$ cat src/rtl/uart_loader_pkg.sv
// Shared definitions for the UART-to-SRAM boot loader: FSM state encoding,
// word-packing constants and the byte-pair packing helper.
package uart_loader_pkg;

    typedef enum logic [2:0] {
        IDLE    = 3'd0,
        WAIT_LO = 3'd1,
        WAIT_HI = 3'd2,
        WRITE   = 3'd3,
        DONE    = 3'd4
    } loader_state_t;

    localparam int BYTES_PER_WORD = 2;
    localparam int BYTE_WIDTH     = 8;

    // First received byte becomes the least significant byte (little-endian).
    function automatic logic [15:0] pack_word(input logic [7:0] lo_byte,
                                              input logic [7:0] hi_byte);
        return {hi_byte, lo_byte};
    endfunction

endpackage

$ cat src/rtl/uart_sram_loader.sv
// Boot-time loader: captures LOAD_WORDS byte pairs from the UART receiver,
// packs them little-endian into SRAM words and writes them to addresses
// 0..LOAD_WORDS-1, one write-enable pulse per word.
// Optional feature macro: UART_LOADER_TIMEOUT_EN adds an inter-byte timeout
// that abandons the load after TIMEOUT_CYCLES idle clocks. Without it the
// loader waits indefinitely and 'timeout' is tied low.
module uart_sram_loader
    import uart_loader_pkg::*;
#(
    parameter int MEMORY_ADDR_WIDTH = 18,
    parameter int MEMORY_DATA_WIDTH = 16,
    parameter int LOAD_WORDS        = 1024,
    parameter int TIMEOUT_CYCLES    = 1000000
) (
    input  logic                         S_AXI_ACLK,
    input  logic                         S_AXI_ARESETN,
    input  logic                         UART_initialize,
    input  logic                         rx_valid,
    input  logic [7:0]                   rx_byte,
    output logic                         UART_enable,
    output logic [MEMORY_ADDR_WIDTH-1:0] SRAM_address,
    output logic [MEMORY_DATA_WIDTH-1:0] SRAM_write_data,
    output logic                         SRAM_we_n,
    output logic                         load_done,
    output logic                         overrun,
    output logic                         timeout
);

    localparam int AW = MEMORY_ADDR_WIDTH;
    localparam int DW = MEMORY_DATA_WIDTH;
    localparam logic [AW-1:0] LAST_ADDR = AW'(LOAD_WORDS - 1);

    // Reject configurations the datapath cannot represent.
    if (DW != BYTES_PER_WORD * BYTE_WIDTH) begin : g_bad_data_width
        $error("uart_sram_loader: MEMORY_DATA_WIDTH must be two bytes");
    end
    if ((LOAD_WORDS < 1) || (LOAD_WORDS > 2**AW)) begin : g_bad_load_words
        $error("uart_sram_loader: LOAD_WORDS out of range for address width");
    end
    if (TIMEOUT_CYCLES < 1) begin : g_bad_timeout
        $error("uart_sram_loader: TIMEOUT_CYCLES must be at least 1");
    end

    loader_state_t   state_q, state_d;
    logic [AW-1:0]   addr_q,  addr_d;
    logic [DW-1:0]   data_q,  data_d;
    logic [7:0]      lo_q,    lo_d;
    logic            we_n_q,  we_n_d;
    logic            en_q,    en_d;
    logic            done_q,  done_d;
    logic            ovr_q,   ovr_d;
    logic            timeout_fire_s;

`ifdef UART_LOADER_TIMEOUT_EN
    localparam int CNT_W = (TIMEOUT_CYCLES > 1) ? $clog2(TIMEOUT_CYCLES) : 1;
    localparam logic [CNT_W-1:0] CNT_LAST = CNT_W'(TIMEOUT_CYCLES - 1);

    logic [CNT_W-1:0] cnt_q, cnt_d;
    logic             to_q,  to_d;
    logic             waiting_s;

    // Inter-byte idle counter and sticky timeout flag; a byte arriving in the
    // same cycle as expiry wins and restarts the count.
    always_comb begin
        cnt_d          = cnt_q;
        to_d           = to_q;
        waiting_s      = (state_q == WAIT_LO) || (state_q == WAIT_HI);
        timeout_fire_s = 1'b0;
        if ((state_q == IDLE) && UART_initialize) begin
            cnt_d = '0;
            to_d  = 1'b0;
        end else if (waiting_s) begin
            if (rx_valid) begin
                cnt_d = '0;
            end else if (cnt_q == CNT_LAST) begin
                timeout_fire_s = 1'b1;
                to_d           = 1'b1;
                cnt_d          = '0;
            end else begin
                cnt_d = cnt_q + CNT_W'(1);
            end
        end else begin
            cnt_d = cnt_q;
        end
    end

    // Timeout counter registers.
    always_ff @(posedge S_AXI_ACLK or negedge S_AXI_ARESETN) begin
        if (!S_AXI_ARESETN) begin
            cnt_q <= '0;
            to_q  <= 1'b0;
        end else begin
            cnt_q <= cnt_d;
            to_q  <= to_d;
        end
    end

    assign timeout = to_q;
`else
    assign timeout_fire_s = 1'b0;
    assign timeout        = 1'b0;
`endif

    // Load sequencing: byte capture, word packing, write pulse and address step.
    always_comb begin
        state_d = state_q;
        addr_d  = addr_q;
        data_d  = data_q;
        lo_d    = lo_q;
        we_n_d  = 1'b1;
        done_d  = done_q;
        ovr_d   = ovr_q;
        en_d    = 1'b0;
        case (state_q)
            IDLE: begin
                // A byte strobe coinciding with the start request is not captured.
                if (UART_initialize) begin
                    state_d = WAIT_LO;
                    addr_d  = '0;
                    done_d  = 1'b0;
                    ovr_d   = 1'b0;
                end else begin
                    state_d = IDLE;
                end
            end
            WAIT_LO: begin
                if (rx_valid) begin
                    lo_d    = rx_byte;
                    state_d = WAIT_HI;
                end else begin
                    state_d = WAIT_LO;
                end
            end
            WAIT_HI: begin
                if (rx_valid) begin
                    data_d  = pack_word(lo_q, rx_byte);
                    we_n_d  = 1'b0;
                    state_d = WRITE;
                end else begin
                    state_d = WAIT_HI;
                end
            end
            WRITE: begin
                // The SRAM port is busy this cycle, so an arriving byte is lost.
                if (rx_valid) begin
                    ovr_d = 1'b1;
                end else begin
                    ovr_d = ovr_q;
                end
                if (addr_q == LAST_ADDR) begin
                    state_d = DONE;
                    done_d  = 1'b1;
                end else begin
                    addr_d  = addr_q + AW'(1);
                    state_d = WAIT_LO;
                end
            end
            DONE: begin
                state_d = IDLE;
            end
            default: begin
                state_d = IDLE;
            end
        endcase

        if (timeout_fire_s) begin
            state_d = IDLE;
        end else begin
            state_d = state_d;
        end

        if ((state_d == WAIT_LO) || (state_d == WAIT_HI) || (state_d == WRITE)) begin
            en_d = 1'b1;
        end else begin
            en_d = 1'b0;
        end
    end

    // Loader state and registered outputs.
    always_ff @(posedge S_AXI_ACLK or negedge S_AXI_ARESETN) begin
        if (!S_AXI_ARESETN) begin
            state_q <= IDLE;
            addr_q  <= '0;
            data_q  <= '0;
            lo_q    <= 8'h00;
            we_n_q  <= 1'b1;
            en_q    <= 1'b0;
            done_q  <= 1'b0;
            ovr_q   <= 1'b0;
        end else begin
            state_q <= state_d;
            addr_q  <= addr_d;
            data_q  <= data_d;
            lo_q    <= lo_d;
            we_n_q  <= we_n_d;
            en_q    <= en_d;
            done_q  <= done_d;
            ovr_q   <= ovr_d;
        end
    end

    assign UART_enable     = en_q;
    assign SRAM_address    = addr_q;
    assign SRAM_write_data = data_q;
    assign SRAM_we_n       = we_n_q;
    assign load_done       = done_q;
    assign overrun         = ovr_q;

endmodule

$ cat config.mk
export PLATFORM = sky130hd
export DESIGN_NAME = uart_sram_loader
export DESIGN_NICKNAME = d
export VERILOG_FILES = /design/src/rtl/uart_loader_pkg.sv /design/src/rtl/uart_sram_loader.sv
export SDC_FILE = /design/constraint.sdc
export NUM_CORES = 1
export LEC_CHECK = 0
export ABC_CLOCK_PERIOD_IN_PS = 3400
export CELL_PAD_IN_SITES_DETAIL_PLACEMENT = 2
export CELL_PAD_IN_SITES_GLOBAL_PLACEMENT = 2
export CORE_MARGIN = 1
export CORE_UTILIZATION = 43
export CTS_CLUSTER_SIZE = 25
export DETAILED_ROUTE_END_ITERATION = 16
export DONT_BUFFER_PORTS = 1
export PLACE_DENSITY = 0.82
export SYNTH_ARGS = -nofsm -noshare
export SYNTH_HDL_FRONTEND = slang
export SYNTH_SLANG_ARGS = --single-unit
$ cat constraint.sdc
create_clock -name S_AXI_ACLK -period 3.4 [get_ports S_AXI_ACLK]
set_input_delay 0.68 -clock S_AXI_ACLK [delete_from_list [all_inputs] [get_ports S_AXI_ACLK]]
set_output_delay 0.68 -clock S_AXI_ACLK [all_outputs]
set_load 0.005 [all_outputs]
==> Word-level counts from Yosys, hierarchy flattened <==
Cells that the tools add are included.
{ "word_totals": {"inputBits": 12, "word_cells": 45, "regBits": 49} }
{ "op_classes": {"n_reduce_logical": 9, "eq_ne": 11, "add_sub_neg": 1, "n_mux": 16} }
{ "ops": {"columns": ["operator", "count"], "rows": [
  ["$mux W18", 2],
  ["$pmux W18 S2", 1],
  ["$add A18 B1 Y18 const B", 1],
  ["$eq A18 B10 Y1 const B", 1],
  ["$eq A3 B2 Y1 const B", 4],
  ["$pmux W3 S4", 1],
  ["$reduce_and A3 Y1", 3],
  ["$mux W1", 8],
  ["$ne A2 B2 Y1 const B", 4],
  ["$eq A3 B1 Y1 const B", 2],
  ["$pmux W1 S2", 2],
  ["$reduce_and A2 Y1", 2],
  ["$logic_not A3 Y1", 1],
  ["$mux W3", 1],
  ["$logic_or A1 B1 Y1", 2],
  ["$mux W2", 1],
  ["$reduce_bool A2 Y1", 1]
]} }

==> Logic depth before layout (Yosys ltp) <==
Gate-level depths: netlist of the first run.
{ "depth": {"word_depth": 7, "mapped_depth": 7} }

==> Worst setup path after synthesis of the first run <==
No wires, ideal clock.
{ "synth_path": {"path_kind": "reg-to-reg", "from": "register addr_q[14], in the netlist SRAM_address[14]", "to": "register addr_q[3], in the netlist SRAM_address[3]", "arrival_ps": 1723, "required_ps": 3321, "path_buffers": 0, "setup_time_ps": 79, "stages_incl_launch_ff": 5, "path_slack_ps": 1598, "path_cell_list": "dfrtp_1 or4_4 or3_4 o2111ai_2 mux2i_1"} }
{ "synth_via": {"elab_chain_len": 3} }
{ "synth_rtl": {"columns": ["element", "line", "text"], "rows": [
  ["from (decl)", "uart_sram_loader.sv:45", "logic [AW-1:0] addr_q, addr_d;"],
  ["from (signal assigned)", "uart_sram_loader.sv:192", "addr_q <= addr_d;"],
  ["$eq A18 B10 Y1", "uart_sram_loader.sv:150", "if (addr_q == LAST_ADDR) begin"],
  ["$ne A2 B2 Y1 (no source line)", null, null],
  ["$reduce_and A3 Y1 (no source line)", null, null]
]} }
No other way between the ends.
A chain may end at the register's enable or synchronous reset.

==> Worst setup path in the final report of the first run <==
{ "layout_path": {"from": "register state_q[1]", "to": "register data_q[1], in the netlist SRAM_write_data[1]"} }
{ "layout_via": {"elab_chain_len": 2} }
{ "layout_rtl": {"columns": ["element", "line", "text"], "rows": [
  ["from (decl)", "uart_sram_loader.sv:44", "loader_state_t state_q, state_d;"],
  ["from (signal assigned)", "uart_sram_loader.sv:191", "state_q <= state_d;"],
  ["$eq A3 B2 Y1", "uart_sram_loader.sv:114", "case (state_q)"],
  ["$reduce_and A2 Y1 (no source line)", null, null],
  ["to (signal assigned)", "uart_sram_loader.sv:193", "data_q <= data_d;"],
  ["to (decl)", "uart_sram_loader.sv:46", "logic [DW-1:0] data_q, data_d;"]
]} }
No other way between the ends.

==> results of run 1 <==
[per-stage QoR]
step,setup WS [ns],util (%),power [mW],hold slack (ns),std cells
final,1.31,47.5,1.70,0.0520,262
after floorplan,1.60,-,1.24,0.384,193
after global placement,1.38,45.7,1.31,0.385,254
after global routing,1.17,47.5,1.80,0.0370,262
after detailed placement,1.30,45.7,1.37,0.386,254
after CTS,1.30,47.5,1.73,0.0435,262
[final cells by class]
| type | instances | area [µm²] | share of cell area [%] |
|---|---|---|---|
| sequential | 49 | 1230 | 50.6 |
| multi-input combinational | 130 | 993 | 41.0 |
| tap | 70 | 87.6 | 3.61 |
| clock buffer | 5 | 68.8 | 2.84 |
| clock inverter | 3 | 21.3 | 0.877 |
| timing repair buffer | 2 | 15.0 | 0.619 |
| inverter | 3 | 11.3 | 0.464 |
[flip-flops by register name (all words and copies together), names as in the netlist]
name / flops
overrun: 1
SRAM_we_n: 1
UART_enable: 1
load_done: 1
SRAM_write_data: 16
state_q: 3
lo_q: 8
SRAM_address: 18
[critical path: stages, from the launching register on]
cell and delay [ns]:
dfrtp_1 0.52, nor4bb_4 1.02, mux2_2 0.43
[cells in the final DEF, fill, tap and decap left out, types with 2 or more instances in the layout]
cell and n:
a211oi_1 4, a21o_1 2, a21oi_1 12, a41oi_1 3
and2_0 2, and2_1 3, and3_1 2, buf_4 2
clkbuf_8 5, dfrtp_1 48, inv_1 3, mux2_2 25
mux2i_1 5, nand2_1 14, nand2b_1 3, nand3_1 2
nand4_1 6, nor2_1 7, nor3_1 2, o21ai_0 7
o31ai_1 3, or3_1 4, or4_1 3, or4_4 2
[worst max path at each step]
stage,startpoint,endpoint,slack (ns),cells after the start
CTS,state_q[1],SRAM_write_data[3],1.30,2
global route,state_q[1],SRAM_write_data[3],1.17,2
global placement,rx_valid,SRAM_write_data[9],1.38,2
finish,state_q[1],SRAM_write_data[1],1.31,2
detailed placement,rx_valid,SRAM_write_data[3],1.30,2
floorplan,SRAM_address[14],SRAM_address[3],1.60,4
[per-layer routing]
| metal | wire length, µm | vias to the layer above |
|---|---|---|
| met4 | 49 | 0 |
| met5 | 0 | - |
| li1 | - | 704 |
| met2 | 2950 | 36 |
| met3 | 340 | 7 |
| met1 | 2160 | 793 |
[cell families after synthesis]
logic type	Yosys count	synth area share, %
mux	30	14.5
other cells	1	0.164
buf+inv	14	3.88
flops	49	53.6
fa+ha+maj	1	0.547
compound gates	36	10.3
simple gates	62	17.0
[power groups by stage]
stage                     combinational (mW)  sequential, mW  clock [mW]
after detailed placement               0.421           0.952           0
after global placement                 0.386           0.927           0
final                                  0.415           0.934       0.350
after floorplan                        0.368           0.876           0
after CTS                              0.423           0.942       0.363
after global routing                   0.458           0.963       0.380
==> reports/metrics.cfg, run 1 <==
[worst_setup_path]
cp_data_arrival_time_ns=2.28
r2r-start=state_q[1]
startpoint_type=flip-flop
reg2reg_slack_ns=1.31
cp_data_required_time_ns=3.59
crit_fanout=17
cp-end-kind=flip-flop
critPathKind=reg -> reg
rr_worst_depth=2
regToRegEndpoint=SRAM_write_data[1]

[floorplanning]
rows=26
initial_core_util_pct=44.8
die_w_um=75.0
dieArea_um2=5620
ios=51
core_area_um2=5110
chipHeight_um=75.0

[pwr]
internal_power_mw=1.14
p_sw_share_pct=33.1
switchingPower_mw=0.563
seqPwrFrac_pct=55.0
comb_power_share_pct=24.4
power_density_nw_per_um2=701
p_leak_nw=0.992
p_clk_share_pct=20.6
ir_drop_mv=0.369

[cts]
clk_pin_slew_worst_paths_ns=0.10
root_buffer=clkbuf_8
cts_tree=built
cts-resized-gates=0
htreeDepth=2
clk-insertion-delay-late_ns=0.31
postCtsSetupRepairBufs=0
clock-sinks=49
cts_made_buffers=5
clockBufferDepth=2
cts_hold_buffers=0

[sta]
skew_ns=0.0150
setup_tns_ns=0
tightest_slew_ns=1.09
finalMaxSlewViolations=0
setup_viol=0
finalCritPeriodShare_pct=61.3
maxSlewHeadroom_pct=27.2
finalHoldViolCount=0
min_period_ns=2.09
max_freq_ghz=0.480
rsz0062_at_grt=no

[yosys]
synth_edf_count=0
synth_cells=193
synthTopCellsByArea=dfrtp_1 52%, mux2_2 12%, a21oi_1 2.6%, nand2_1 2.3%, mux2i_1 2.2%
avgSynthCellArea_um2=11.9
synth_top_cell_area_share_pct=52.5
syn-cell-area_um2=2290
ys_ff_latch=49
synth_ff_type=dfrtp_1
synth_seq_area_share_pct=53.6
synthTopCellsByCount=48 x dfrtp_1, 25 x mux2_2, 14 x nand2_1
synth_nets=206
yosys.area.top_type=dfrtp_1
ys_async_sr_fraction_pct=100
synth_most_common_cell=dfrtp_1
yosys_warnings=0
yosysUniqueCellTypes=48

[global_route]
grt_antenna_before_repair=0
gr-usage-met1_pct=24.5
gr-usage-met3_pct=6.69
use_met2_pct=38.9
busiest_layer=met2
grt_use_total_pct=21.4
grt_pass1_wl_um=8790
grt_max_degree=50
gr-total-overflow=0
grt_pass1_vias=1740

[placed_design]
dp_hpwl_um=3950
dpl_cell_area_um2=2330
portBuffers=0
gp_congestion=0.846

[route]
route.detailed.drc=0
firstDrtPassIters=3
num_vias=1540
drt-total-wl_um=5500
viasPerCell=5.88
initialDrtViolationCount=60
ant_nets=0
wl_per_cell_um=21.0

[finish]
antennaDiodeCount=0
final_area_um2=2420
area_growth_pct=5.96
fillers=523
fin_nets=204
drive_gt1_share_pct=26.6

[flow_run]
maxCapViolCount=0

[min_path]
hp-class=in -> async

[run_status]
run_status=complete, no violations

Power figures use the tool's default switching activity.
==> run 2: changes to the inputs <==
--- a/config.mk
+++ b/config.mk
@@ -5,15 +5,15 @@
 export SDC_FILE = /design/constraint.sdc
 export NUM_CORES = 1
 export LEC_CHECK = 0
-export ABC_CLOCK_PERIOD_IN_PS = 3400
+export ABC_CLOCK_PERIOD_IN_PS = 2100
 export CELL_PAD_IN_SITES_DETAIL_PLACEMENT = 2
 export CELL_PAD_IN_SITES_GLOBAL_PLACEMENT = 2
 export CORE_MARGIN = 1
-export CORE_UTILIZATION = 43
+export CORE_UTILIZATION = 40
 export CTS_CLUSTER_SIZE = 25
 export DETAILED_ROUTE_END_ITERATION = 16
 export DONT_BUFFER_PORTS = 1
-export PLACE_DENSITY = 0.82
+export PLACE_DENSITY = 0.77
 export SYNTH_ARGS = -nofsm -noshare
 export SYNTH_HDL_FRONTEND = slang
 export SYNTH_SLANG_ARGS = --single-unit
==> constraint.sdc (replaced) <==
create_clock -name S_AXI_ACLK -period 2.1 [get_ports S_AXI_ACLK]
set_input_delay 0.42 -clock S_AXI_ACLK [delete_from_list [all_inputs] [get_ports S_AXI_ACLK]]
set_output_delay 0.42 -clock S_AXI_ACLK [all_outputs]
set_load 0.005 [all_outputs]
==> run 2 against run 1 <==
  * Clock skew decreased by 0.011 ns
  * Critical path depth increased by 2
  * Register-to-register slack got worse by 1.1 ns
  * Sequential power increased by 61%
  * Critical endpoint is now SRAM_address[3]
==> reports/metrics.cfg, run 2 (same netlist as run 1, synthesis figures left out) <==
[run_status]
run_status=complete, no violations

[sta]
finalMaxSlewViolations=0
skew_ns=0.00443
setup_tns_ns=0
setup_viol=0
fin_ws_ns=0.224
rsz0062_at_grt=no
finalCritPeriodShare_pct=89.3
finalHoldViolCount=0
min_period_ns=1.88
max_freq_ghz=0.533

[route]
ant_nets=0
firstDrtPassIters=4
initialDrtViolationCount=35
wl_per_cell_um=20.1
route.detailed.drc=0
viasPerCell=5.81
num_vias=1575
drt-total-wl_um=5440

[worst_setup_path]
critPathKind=reg -> reg
crit_fanout=5
cp_data_required_time_ns=2.33
path_cells=or4_4, or3_4, o2111ai_2, mux2i_1
cp-end-kind=flip-flop
crit_slowest_cell=or4_4
cp_data_arrival_time_ns=2.10
startpoint_type=flip-flop
cpPeakStageDelay_ns=0.57

[global_route]
grt_max_degree=50
gr-total-overflow=0
grt_pass1_wl_um=9160
grt_pass1_vias=1804
grt_use_total_pct=19.7
grt_antenna_before_repair=0

[pwr]
ir_drop_mv=0.583
p_leak_nw=1.06
power_density_nw_per_um2=1180

[placed_design]
preCtsSetupSlack_ns=0.239
gp_congestion=0.745
dp_hpwl_um=3930
portBuffers=0

[finish]
drive_gt1_share_pct=28.6
antennaDiodeCount=0
fin_nets=211
final_common_cell=dfrtp_1
largest_reg_flops=18
area_growth_pct=11.4
layout_common_cells=48 x dfrtp_1, 25 x mux2_2, 14 x nand2_1, 12 x a21oi_1
fin_util_pct=46.3

[floorplanning]
initial_core_util_pct=41.6
chipHeight_um=77.6
rows=27
dieArea_um2=6030
die_w_um=77.6
ios=51
core_area_um2=5510

[flow_run]
maxCapViolCount=0

[cts]
postCtsSetupRepairBufs=0
cts_made_buffers=5
clock-sinks=49
clockBufferDepth=2
clk_pin_slew_worst_paths_ns=0.09
root_buffer=clkbuf_8
cts_tree=built
htreeDepth=2
clk-insertion-delay-late_ns=0.30

[min_path]
hp-class=in -> reg

## run 2: cell types whose count changed in the layout (fill, tap and decap cells not counted)
cell	change
buf_16	+1
buf_4	+5
bufinv_16	+2
clkinv_2	-1
clkinvlp_4	-1
dlygate4sd3_1	+1
## run 2: worst paths after layout
kind | start | endpoint | slack [ns] | depth (start not counted)
hold / removal | rx_byte[1] | lo_q[1] | 0.26 | 1
max in group asynchronous | S_AXI_ARESETN | SRAM_we_n | 1.19 | 2
hold reg to reg | lo_q[5] | SRAM_write_data[5] | 0.51 | 1
setup / recovery | SRAM_address[15] | SRAM_address[3] | 0.22 | 4
setup reg to reg | SRAM_address[15] | SRAM_address[3] | 0.22 | 4
min in group asynchronous | S_AXI_ARESETN | SRAM_address[8] | 0.62 | 2
## run 2: report_power, final
group          switching (mW)  leakage [nW]  total [mW]  internal, mW
clock network           0.320        0.0687       0.800         0.479
registers               0.256         0.620        1.50          1.24
logic                   0.335         0.371       0.721         0.386
## run 2: worst max-delay path, delay by kind of cell (launching register included)
kind	cells	cell delay [ns]
compound gates	1	0.19
flops	1	0.43
mux	1	0.20
simple gates	2	0.99
## run 2: repair_timing
action	in CTS	in global routing
hold buffers	2	0
endpoints found under the hold margin	49	0
gates resized for setup	0	0
## run 2: cell type report
type                       instances  area, µm²
sequential                        49       1230
clock inverter                     3       68.8
fill                             560       2960
timing repair buffer               9       90.1
tap                               72       90.1
clock buffer                       5       68.8
inverter                           3       11.3
multi-input combinational        130        993
## run 2: through the flow
stage	area [µm²]	cells	hold slack, ns	total power, mW
after floorplan	2290	193	0.124	2.01
after global placement	2370	261	0.126	2.17
after detailed placement	2370	261	0.125	2.24
after CTS	2550	271	0.253	3.09
after global routing	2550	271	0.246	3.21
final	2550	271	0.265	3.02
## run 2: routing by layer
| layer | track usage [%] | vias up | wire (µm) |
|---|---|---|---|
| li1 | - | 714 | - |
| met1 | 21.9 | 821 | 2170 |
| met2 | 36.2 | 36 | 2940 |
| met3 | 6.12 | 4 | 277 |
| met4 | 5.09 | 0 | 51 |
| met5 | 0 | - | 0 |
==> run 3: changes to the inputs <==
--- a/config.mk
+++ b/config.mk
@@ -5,15 +5,14 @@
 export SDC_FILE = /design/constraint.sdc
 export NUM_CORES = 1
 export LEC_CHECK = 0
-export ABC_CLOCK_PERIOD_IN_PS = 2100
 export CELL_PAD_IN_SITES_DETAIL_PLACEMENT = 2
 export CELL_PAD_IN_SITES_GLOBAL_PLACEMENT = 2
 export CORE_MARGIN = 1
-export CORE_UTILIZATION = 40
+export CORE_UTILIZATION = 30
 export CTS_CLUSTER_SIZE = 25
 export DETAILED_ROUTE_END_ITERATION = 16
 export DONT_BUFFER_PORTS = 1
-export PLACE_DENSITY = 0.77
+export PLACE_DENSITY = 0.61
 export SYNTH_ARGS = -nofsm -noshare
 export SYNTH_HDL_FRONTEND = slang
 export SYNTH_SLANG_ARGS = --single-unit
==> run 3 against run 2 <==
  * Sequential cell count did not move
  * Sequential share of layout area fell by 0.54 points
  * Highest routed layer unchanged
  * Critical path type unchanged
  * Critical endpoint unchanged
  * Clock-buffer cell count unchanged
  * Cell count rose by 12%
==> reports/metrics.cfg, run 3 (same netlist as run 1, synthesis figures left out) <==
[run_status]
run_status=complete, no violations

[finish]
largest_reg_flops=18
antennaDiodeCount=0
fillers=781
drive_gt1_share_pct=30.4
fin_nets=216
final_common_cell=dfrtp_1
layout_common_cells=48 x dfrtp_1, 25 x mux2_2, 14 x nand2_1, 12 x a21oi_1, 12 x buf_4
area_growth_pct=12.7

[global_route]
grt_antenna_before_repair=0
grt_pass1_vias=1737
gr-total-overflow=0
grt_pass1_wl_um=8950
grt_use_total_pct=15.1
grt_max_degree=50

[floorplanning]
chipHeight_um=89.3
die_w_um=89.3
dieArea_um2=7980
initial_core_util_pct=31.2
ios=51
core_area_um2=7330
rows=31

[cts]
clk-insertion-delay-late_ns=0.31
cts_tree=built
root_buffer=clkbuf_8
clk_pin_slew_worst_paths_ns=0.11
cts-resized-gates=0
cts_made_buffers=5
clockBufferDepth=2
htreeDepth=2
cts_hold_buffers=2
postCtsSetupRepairBufs=0
clock-sinks=49

[min_path]
hp-start=rx_byte[4]
hp-class=in -> reg

[route]
firstDrtPassIters=3
viasPerCell=5.13
num_vias=1554
ant_nets=0
route.detailed.drc=0
drt-total-wl_um=5610
initialDrtViolationCount=43
wl_per_cell_um=18.5

[worst_setup_path]
cp_data_required_time_ns=2.33
setup.worst_path.start=SRAM_address[15]
r2r-start=SRAM_address[15]
crit_fanout=5
startpoint_type=flip-flop
cp-end-kind=flip-flop
cp_data_arrival_time_ns=2.12
critPathKind=reg -> reg

[sta]
max_freq_ghz=0.530
setup_tns_ns=0
setup_viol=0
skew_ns=0.00999
timing.hold.ws_ns=0.256
finalMaxSlewViolations=0
min_period_ns=1.89
finalHoldViolCount=0
rsz0062_at_grt=no
finalCritPeriodShare_pct=89.9

[pwr]
design_power_total_mw=2.87
power_density_nw_per_um2=1110
p_leak_nw=1.07
ir_drop_mv=0.546

[flow_run]
maxCapViolCount=0

[placed_design]
portBuffers=0
gp_congestion=0.744
dp_hpwl_um=4070

[run 3: final timing paths]
path	endpoint	slack, ns	cells after the start
setup / recovery	SRAM_address[3]	0.21	4
hold / removal	lo_q[4]	0.26	1
setup reg to reg	SRAM_address[3]	0.21	4
hold reg to reg	lo_q[7]	0.52	1
max in group asynchronous	SRAM_we_n	1.20	2
min in group asynchronous	SRAM_address[9]	0.62	2
[run 3: critical path, cell delays in order, from the launching register on]
cell	delay [ns]
dfrtp_1	0.45
or4_4	0.57
or3_4	0.42
o2111ai_2	0.19
mux2i_1	0.20
[run 3: cell type report]
class	count	area [µm²]	area share, %
clock buffers	5	68.8	2.67
multi-input cells	130	993	38.5
inverters	3	11.3	0.437
well taps	99	124	4.80
flip-flops and latches	49	1230	47.6
repair buffers	14	128	4.95
clock inverters	3	26.3	1.02
[run 3: stage by stage]
step                util (%)  cells  worst slack, ns  area [µm²]
global placement        33.4    293            0.253        2450
finish                  35.2    303            0.212        2580
floorplan                  -    193            0.298        2290
CTS                     35.2    303            0.192        2580
global route            35.2    303            0.123        2580
detailed placement      33.4    293            0.219        2450
[run 3: power breakdown]
group          leakage (nW)  switching [mW]  internal (mW)
Combinational         0.396           0.387          0.410
Sequential            0.620           0.220           1.24
Clock                0.0495           0.359          0.248
Total                  1.07           0.966           1.90
[run 3: routing by layer]
metal  up-vias  track usage [%]  wire, µm
met3         2             3.97       294
met2        35             27.7      3000
met1       795             17.3      2300
met4         0             3.90        15
met5         -                0         0
li1        722                -         -
